<file path="src/rtl/calc_sequencer.sv">
// Sequencer that stores two operands into BRAM, runs one ALU operation on them,
// and writes the result (or a timeout code) back to BRAM.
module calc_sequencer #(
    parameter int unsigned TIMEOUT_CYCLES = 1023,
    parameter int unsigned RES_ADDR       = 2
) (
    input  logic        clk,
    input  logic        reset,
    input  logic        commit,
    input  logic [15:0] operand,
    input  logic        slot,
    input  logic [2:0]  op,
    input  logic        alu_done,
    input  logic [15:0] alu_result,
    input  logic        alu_error,
    output logic        bram_we,
    output logic [1:0]  bram_addr,
    output logic [15:0] bram_din,
    output logic        alu_start,
    output logic [15:0] alu_a,
    output logic [15:0] alu_b,
    output logic [2:0]  alu_op,
    output logic        busy,
    output logic        a_loaded,
    output logic        b_loaded,
    output logic        result_valid,
    output logic        error
);

    localparam logic [15:0] TIMEOUT_LAST = 16'(TIMEOUT_CYCLES - 1);
    localparam logic [1:0]  RES_WORD     = 2'(RES_ADDR);
    localparam logic [15:0] TIMEOUT_CODE = 16'h8000;

    typedef enum logic [2:0] {
        IDLE,
        WR_OPND,
        START,
        WAIT,
        WR_RES,
        DONE
    } state_t;

    state_t      state;
    logic [15:0] count;
    logic        err_cap;

    // Outputs are updated on the edge that enters the state they belong to.
    always_ff @(posedge clk or posedge reset) begin
        if (reset) begin
            state        <= IDLE;
            count        <= 16'd0;
            err_cap      <= 1'b0;
            bram_we      <= 1'b0;
            bram_addr    <= 2'd0;
            bram_din     <= 16'd0;
            alu_start    <= 1'b0;
            alu_a        <= 16'd0;
            alu_b        <= 16'd0;
            alu_op       <= 3'd0;
            busy         <= 1'b0;
            a_loaded     <= 1'b0;
            b_loaded     <= 1'b0;
            result_valid <= 1'b0;
            error        <= 1'b0;
        end else begin
            bram_we   <= 1'b0;
            alu_start <= 1'b0;
            case (state)
                IDLE: begin
                    if (commit) begin
                        if (slot) alu_b <= operand;
                        else      alu_a <= operand;
                        bram_we      <= 1'b1;
                        bram_addr    <= {1'b0, slot};
                        bram_din     <= operand;
                        result_valid <= 1'b0;
                        error        <= 1'b0;
                        busy         <= 1'b1;
                        state        <= WR_OPND;
                    end else if (a_loaded && b_loaded) begin
                        alu_op    <= op;
                        alu_start <= 1'b1;
                        busy      <= 1'b1;
                        state     <= START;
                    end
                end
                WR_OPND: begin
                    // bram_addr[0] still holds the slot of the write just issued
                    if (bram_addr[0]) b_loaded <= 1'b1;
                    else              a_loaded <= 1'b1;
                    busy  <= 1'b0;
                    state <= IDLE;
                end
                START: begin
                    count <= 16'd0;
                    state <= WAIT;
                end
                WAIT: begin
                    count <= count + 16'd1;
                    if (alu_done) begin
                        bram_we   <= 1'b1;
                        bram_addr <= RES_WORD;
                        bram_din  <= alu_result;
                        err_cap   <= alu_error;
                        state     <= WR_RES;
                    end else if (count == TIMEOUT_LAST) begin
                        bram_we   <= 1'b1;
                        bram_addr <= RES_WORD;
                        bram_din  <= TIMEOUT_CODE;
                        err_cap   <= 1'b1;
                        state     <= WR_RES;
                    end
                end
                WR_RES: begin
                    state <= DONE;
                end
                DONE: begin
                    result_valid <= 1'b1;
                    error        <= err_cap;
                    a_loaded     <= 1'b0;
                    b_loaded     <= 1'b0;
                    busy         <= 1'b0;
                    state        <= IDLE;
                end
                default: begin
                    busy  <= 1'b0;
                    state <= IDLE;
                end
            endcase
        end
    end

endmodule

</file>
<file path="config.mk">
export PLATFORM = sky130hd
export DESIGN_NAME = calc_sequencer
export DESIGN_NICKNAME = d
export VERILOG_FILES = /design/src/rtl/calc_sequencer.sv
export SDC_FILE = /design/constraint.sdc
export NUM_CORES = 1
export LEC_CHECK = 0
export ABC_AREA = 1
export ABC_CLOCK_PERIOD_IN_PS = 4000
export CORE_MARGIN = 1
export CORE_UTILIZATION = 52
export DETAILED_ROUTE_END_ITERATION = 12
export GPL_TIMING_DRIVEN = 0
export PLACE_DENSITY = 0.86
export SYNTH_ARGS = -nofsm -noshare
export SYNTH_HDL_FRONTEND = slang
export SYNTH_SLANG_ARGS = --single-unit
</file>
<file path="constraint.sdc">
create_clock -name clk -period 4 [get_ports clk]
set_input_delay 0.6 -clock clk [delete_from_list [all_inputs] [get_ports clk]]
set_output_delay 0.6 -clock clk [all_outputs]
set_load 0.05 [all_outputs]
</file>
==> results.yml, run 1 <==
cts:
  cts_setup_buffers: 0
  clk_latency_ps: 360
  clk_pin_slew_ps: 90
  root_buffer: "clkbuf_8"
  cts_hold_buf: 0
  cts_tree: "done"
  postCtsResizedCells: 0
  numCtsBuffers: 9
  cts_max_path_buffers: 2
  h-tree-depth: 3
  cts_sinks: 80
grt:
  gr-usage-all-layers: 0.278
  grt_pass1_vias: 3299
  gr-total-overflow: 0
  grt_pass1_wl_um: 15600
  antenna_found_initial: 0
  grt_max_degree: 62
detailed_routing:
  drt_pass1_iterations: 6
  drt_wl_total_um: 9540
  wl_per_cell_um: 14.8
  num_vias: 3402
  vias_per_cell: 5.27
  drt_iter0_markers: 206
  ant_nets: 0
  drc: 0
power:
  p_int_mw: 2.21
  swShare: 0.485
  p_comb_frac: 0.537
  vdd_drop_max_mv: 0.590
  p_clk_frac: 0.158
  seqPwrFrac: 0.305
  finalPower_mw: 4.30
  p_leak_nw: 2.37
  powerDensity_mw_per_mm2: 855
  p_sw_mw: 2.09
critical_path:
  critPathMaxFanout: 2
  r2r_setup_slack_ps: 2230
  arrival_ps: 1600
  max_stage_delay_ps: 860
  path_buf_inv: 1
  slowest_stage: "clkdlybuf4s50_1"
  cp-startpoint: "alu_a[14]"
  reg2reg_from: "state[2]"
  critPathLaunchType: "register"
  critical_path_class: "reg2out"
  path_delay_family: "buffers and inverters"
  crit_chain: "clkdlybuf4s50_1"
  endpoint_kind: "output port"
  required_ps: 3400
timing:
  whs_ps: 478
  finalMaxSlewViolations: 0
  setup_viol: 0
  relSlewSlack: 0.622
  rsz0062_at_grt: "false"
  tightest_slew_ps: 566
  postLayoutSetupSlackWorst_ps: 1800
  setup_tns_ps: 0
  hold_viol: 0
  fin_crit_sh: 0.551
  period_minus_slack_ps: 2200
  fin_skew_ps: 8.94
  max_freq_mhz: 454
yosys:
  ys_seq_area_frac: 0.549
  syn_avg_cell_area_um2: 8.42
  synth_area_leader_cell: "dfrtp_1"
  synth_area_mm2: 0.00365
  ys_top_cells_by_area: "dfrtp_1, nand2_1, o21ai_0"
  yosys_warnings: 0
  syn-instance-count: 433
  synth_top_area_frac: 0.549
  synthesis.nets: 476
  yosysUniqueCellTypes: 26
  ys_ff_latch: 80
floorplanning:
  dieArea_mm2: 0.00735
  start_util: 0.537
  die_w_um: 85.8
  io_pins: 101
  rows: 30
  die_h_um: 85.8
  core_area_mm2: 0.00679
final_layout:
  area_growth_pct: 37.9
  final_common_cell: "nand2_1"
  final_cell_mix: "nand2_1, clkdlybuf4s50_1, dfrtp_1"
  nets: 588
  insertedDiodeCount: 0
  drive_above_1_share: 0.100
worst_hold_path:
  hp-class: "reg2reg"
  hold_start: "alu_op[0]"
place:
  port_buffers: 100
  place_ws_ps: 1850
  hpwl_um: 6800
  gp_congestion: 0.872
outcome:
  status: "complete, no violations"
run:
  maxCapViolations: 0
==> final cells by class <==
cell class                      count  area (um2)
Sequential cell                    80        2000
Fill cell                         471        1770
Multi-Input combinational cell    291        1380
Timing Repair Buffer              101        1030
Inverter                           46         175
Clock buffer                       10         138
Tap cell                           96         120
Buffer                             16        93.8
Clock inverter                      6        92.6
==> metal layers <==
metal	up-vias	GRT usage	wire [um]
li1	1596	-	-
met1	1622	0.338	3840
met2	158	0.452	4700
met3	26	0.0770	771
met4	0	0.148	225
met5	-	0	0
==> Yosys cell counts <==
cell and instances:
nor3_1 4, a21oi_1 7, o21ai_2 16, buf_2 6, ha_1 2, o21ai_0 42
nor2_4 2, a32o_1 1, xor2_1 2, o21a_1 1, dfrtp_1 80, buf_4 1
inv_2 4, clkbuf_1 6, a31o_2 1, or2_2 1, nand2_1 135, or2_1 1
xnor2_1 2, nor2_2 1, inv_1 42, nand2_2 2, nand4_1 7, buf_6 3
nor2_1 30, nand3_1 34
==> path summary, 6_finish.rpt <==
kind                                    end  cells past startpoint
max in group asynchronous       bram_din[3]                      3
worst min-delay path              alu_op[0]                      2
min in group asynchronous         count[11]                      2
worst min register to register    alu_op[0]                      2
worst max-delay path              alu_a[14]                      1
worst max register to register  bram_din[0]                     10
==> tightest hold or removal path, stage by stage, from the launching register on <==
cell     delay [ps]
dfrtp_1         350
nand2_1          50
nand2_1          50
==> power groups by stage <==
stage	clock network [mW]	registers, mW	logic [mW]
after floorplan	0	2.24	0.575
after global placement	0	1.31	2.25
after detailed placement	0	1.31	2.30
after CTS	0.683	1.31	2.32
after global routing	0.716	1.34	2.44
final	0.679	1.31	2.31
==> stage by stage <==
stage,std cells,utilization,cell area (um2)
after floorplan,433,-,3650
after global placement,629,0.702,4770
after detailed placement,630,0.706,4800
after CTS,646,0.740,5030
after global routing,646,0.740,5030
final,646,0.740,5030
==> flip-flops by register name (all words and copies together), names as in the netlist, 2 cells and up <==
signal / flops
alu_a: 16
alu_b: 16
bram_din: 16
count: 16
alu_op: 3
state: 3
bram_addr: 2
==> cells by family (layout without fill, tap and decap cells) <==
kind of cell	after synthesis	count (layout)	share of synthesized area
AND/OR/NAND/NOR	217	217	0.249
flip-flops	80	80	0.549
AO/OA/AOI/OAI	68	68	0.113
buffers and inverters	62	179	0.0731
XOR/XNOR	4	4	0.00961
adder cells (fa/ha/maj)	2	2	0.00686
No activity file was read; power rests on OpenSTA's default activity.
==> run 2: changes to the inputs <==
- ABC_CLOCK_PERIOD_IN_PS: 4000 -> 1800
- CORE_UTILIZATION: 52 -> 43
- PLACE_DENSITY: 0.86 -> 0.76
- clock period: 4 -> 1.8 ns (I/O delays scaled with it)
==> results.yml, run 2 (same netlist as run 1, synthesis figures left out) <==
place:
  gp_congestion: 0.900
  hpwl_um: 6710
  port_buffers: 100
  dp.cells: 639
  place_ws_ps: -24.6
cts:
  cts_max_path_buffers: 2
  cts_tree: "done"
  numCtsBuffers: 9
  clk_pin_slew_ps: 80
  root_buffer: "clkbuf_8"
  h-tree-depth: 3
  clk_latency_ps: 350
  cts_sinks: 80
  cts_hold_buf: 0
critical_path:
  required_ps: 1530
  reg2reg_to: "alu_a[3]"
  r2r_setup_slack_ps: 120
  path_delay_family: "buffers and inverters"
  path_depth: 1
  crit_chain: "clkdlybuf4s50_1"
  crit_path_end: "alu_a[4]"
  endpoint_kind: "output port"
  cp-startpoint: "alu_a[4]"
  critPathMaxFanout: 2
  critical_path_class: "reg2out"
  arrival_ps: 1500
  max_stage_delay_ps: 800
  reg2reg_from: "state[1]"
  critPathLaunchType: "register"
  slowest_stage: "clkdlybuf4s50_1"
  ff2ff_path_depth: 9
  path_buf_inv: 1
detailed_routing:
  drt_iter0_markers: 176
  ant_nets: 0
  drt_wl_total_um: 9070
  drt_pass1_iterations: 4
  vias_per_cell: 5.03
  num_vias: 3283
  drc: 0
  wl_per_cell_um: 13.9
timing:
  hold_viol: 0
  period_minus_slack_ps: 1770
  finalMaxSlewViolations: 0
  fin_skew_ps: 7.89
  relSlewSlack: 0.432
  tightest_slew_ps: 851
  fin_crit_sh: 0.985
  whs_ps: 421
  setup_viol: 0
  max_freq_mhz: 564
  postLayoutSetupSlackWorst_ps: 27.3
grt:
  gr-total-overflow: 0
  antenna_found_initial: 0
  gr-usage-all-layers: 0.221
  grt_pass1_vias: 3165
  grt_max_degree: 43
  grt_pass1_wl_um: 14800
final_layout:
  final_common_cell: "nand2_1"
  fillers: 712
  multi_input_comb_area_mm2: 0.00138
  regArea_mm2: 0.00200
  area_growth_pct: 36.8
  final_cell_count_no_fill: 653
  insertedDiodeCount: 0
  nets: 588
  drive_above_1_share: 0.102
  final_cell_mix: "nand2_1, dfrtp_1, clkdlybuf4s50_1"
floorplanning:
  die_h_um: 94.1
  start_util: 0.444
  die_w_um: 94.1
  dieArea_mm2: 0.00885
  io_pins: 101
  rows: 33
  core_area_mm2: 0.00822
power:
  vdd_drop_max_mv: 1.07
  p_leak_nw: 2.67
  powerDensity_mw_per_mm2: 1800
run:
  maxCapViolations: 0
worst_hold_path:
  hp-class: "in2async"
outcome:
  status: "complete, no violations"
run 2: changes by cell type in the layout (fill, tap and decap cells not counted), moves of 2 or more:
cell / change
buf_2: -3
buf_4: +2
clkbuf_2: +2
clkdlybuf4s50_1: -57
clkinv_2: +3
clkinv_4: -2
dlygate4sd2_1: +39
dlymetal6s2s_1: +18
run 2: area by class of cell:
class	instances	area share
clock inverter	4	0.00953
clock buffer	10	0.0256
tap	105	0.0263
inverter	46	0.0356
buffer	15	0.0193
timing repair buffer	102	0.205
multi-input combinational	291	0.277
sequential	80	0.401
run 2: what timing repair did:
item	in CTS	in global routing
buffers inserted	0	1
gates resized for setup	39	28
pin swaps	0	1
gates cloned	0	0
setup endpoints to repair	39	34
run 2: metrics by stage:
step,total power [mW],TNS (ps),instance area (um2),util
global placement,7.95,-23000,4780,0.582
global route,9.43,-1.61,4990,0.607
detailed placement,8.02,-93.7,4800,0.585
finish,8.96,0,4990,0.607
floorplan,6.26,0,3650,-
CTS,8.99,0,4930,0.600
run 2: worst min-delay path by stage:
| stage | slack (ps) | endpoint | depth (start not counted) | start |
|---|---|---|---|---|
| 2_1_floorplan | 390 | alu_op[0] | 2 | op[0] |
| 3_3_place_gp | 460 | alu_op[0] | 2 | alu_op[0] |
| 3_5_place_dp | 470 | result_valid | 2 | result_valid |
| 4_1_cts | 450 | count[15] | 2 | reset |
| 5_1_grt | 460 | alu_op[2] | 3 | op[2] |
| 6_report | 420 | count[15] | 2 | reset |
run 2: power breakdown:
part	internal [mW]	switching, mW
registers	2.47	0.399
clock network	0.622	0.644
logic	1.35	3.47
total	4.44	4.51
run 2: per-layer routing:
metal / global-route usage / routed length, um / up-vias
li1: - / - / 1600
met1: 0.276 / 3930 / 1559
met2: 0.352 / 4240 / 110
met3: 0.0801 / 762 / 14
met4: 0.0756 / 135 / 0
met5: 0 / 0 / -
==> run 3: changes to the inputs <==
- CORE_ASPECT_RATIO: default -> 0.8
==> results.yml, run 3 (same netlist as run 1, synthesis figures left out) <==
outcome:
  status: "complete, no violations"
critical_path:
  critical_path_class: "reg2out"
  path_depth: 1
  path_buf_inv: 1
  max_stage_delay_ps: 790
  crit_chain: "clkdlybuf4s50_1"
  reg2reg_to: "alu_a[1]"
  endpoint_kind: "output port"
  arrival_ps: 1490
  critPathMaxFanout: 1
  ff2ff_path_depth: 9
  crit_path_end: "alu_start"
  required_ps: 1530
  cp-startpoint: "alu_start"
  path_delay_family: "buffers and inverters"
  slowest_stage: "clkdlybuf4s50_1"
  critPathLaunchType: "register"
  r2r_setup_slack_ps: 120
  reg2reg_from: "state[1]"
cts:
  cts_max_path_buffers: 2
  cts_tree: "done"
  root_buffer: "clkbuf_8"
  cts_sinks: 80
  clk_latency_ps: 360
  h-tree-depth: 3
  clk_pin_slew_ps: 90
  cts_hold_buf: 0
  numCtsBuffers: 9
power:
  finalPower_mw: 8.87
  powerDensity_mw_per_mm2: 1780
  vdd_drop_max_mv: 1.11
  p_leak_nw: 2.56
detailed_routing:
  wl_per_cell_um: 14.0
  vias_per_cell: 5.08
  drc: 0
  num_vias: 3365
  drt_iter0_markers: 165
  drt_pass1_iterations: 5
  drt_wl_total_um: 9310
  ant_nets: 0
place:
  dp.cells: 643
  port_buffers: 100
  hpwl_um: 7020
  gp_congestion: 0.874
floorplanning:
  io_pins: 101
  dieArea_mm2: 0.00886
  die_h_um: 84.4
  start_util: 0.451
  die_w_um: 105
  core_area_mm2: 0.00809
  rows: 29
run:
  maxCapViolations: 0
grt:
  gr-total-overflow: 0
  grt_pass1_wl_um: 15900
  gr-usage-all-layers: 0.229
  grt_pass1_vias: 3306
  antenna_found_initial: 0
  grt_max_degree: 31
worst_hold_path:
  hp-class: "in2async"
final_layout:
  final_cell_mix: "nand2_1, dfrtp_1, dlygate4sd2_1"
  drive_above_1_share: 0.112
  nets: 593
  regArea_mm2: 0.00200
  multi_input_comb_area_mm2: 0.00139
  fillers: 724
  final_common_cell: "nand2_1"
  final_cell_count_no_fill: 663
  insertedDiodeCount: 0
  area_growth_pct: 36.8
timing:
  period_minus_slack_ps: 1760
  setup_viol: 0
  fin_crit_sh: 0.976
  hold_viol: 0
  max_freq_mhz: 569
  relSlewSlack: 0.579
  finalMaxSlewViolations: 0
  fin_skew_ps: 13.0
  whs_ps: 332
  tightest_slew_ps: 631
[run 3: worst min path at each step]
stage	end	from
after floorplan	alu_op[0]	op[0]
after global placement	alu_op[2]	alu_op[2]
after detailed placement	alu_op[2]	alu_op[2]
after CTS	alu_a[9]	reset
after global routing	alu_a[9]	reset
final	count[1]	reset
[run 3: layout make-up]
| cell class | instances | area share |
|---|---|---|
| Timing Repair Buffer | 106 | 0.202 |
| Buffer | 16 | 0.0208 |
| Tap cell | 108 | 0.0271 |
| Multi-Input combinational cell | 291 | 0.278 |
| Clock inverter | 7 | 0.0110 |
| Inverter | 46 | 0.0353 |
| Clock buffer | 9 | 0.0248 |
| Sequential cell | 80 | 0.401 |
[run 3: timing repair]
item | 4_1_cts | 5_1_grt
setup endpoints to repair | 56 | 31
resized for setup | 56 | 12
buffers inserted | 0 | 4
pin swaps | 0 | 1
[run 3: report_power, final]
group	switching, mW	internal, mW
logic	3.49	1.27
clock network	0.709	0.517
registers	0.415	2.47
total	4.61	4.26
[run 3: layer usage]
| layer | vias to the layer above | GRT usage | wire length [um] |
|---|---|---|---|
| met5 | - | 0 | 0 |
| met4 | 0 | 0.0640 | 151 |
| met3 | 19 | 0.0823 | 787 |
| met2 | 139 | 0.369 | 4300 |
| met1 | 1587 | 0.294 | 4060 |
| li1 | 1620 | - | - |
[run 3: per-stage QoR]
| step | setup slack [ps] | instance area [um2] | utilization | TNS [ps] |
|---|---|---|---|---|
| final | 44.0 | 4990 | 0.617 | 0 |
| after global routing | -2.13 | 4990 | 0.617 | -2.13 |
| after global placement | -270 | 4790 | 0.592 | -21430 |
| after floorplan | 304 | 3650 | - | 0 |
| after CTS | 0.403 | 4940 | 0.610 | 0 |
| after detailed placement | -44.2 | 4830 | 0.597 | -400 |
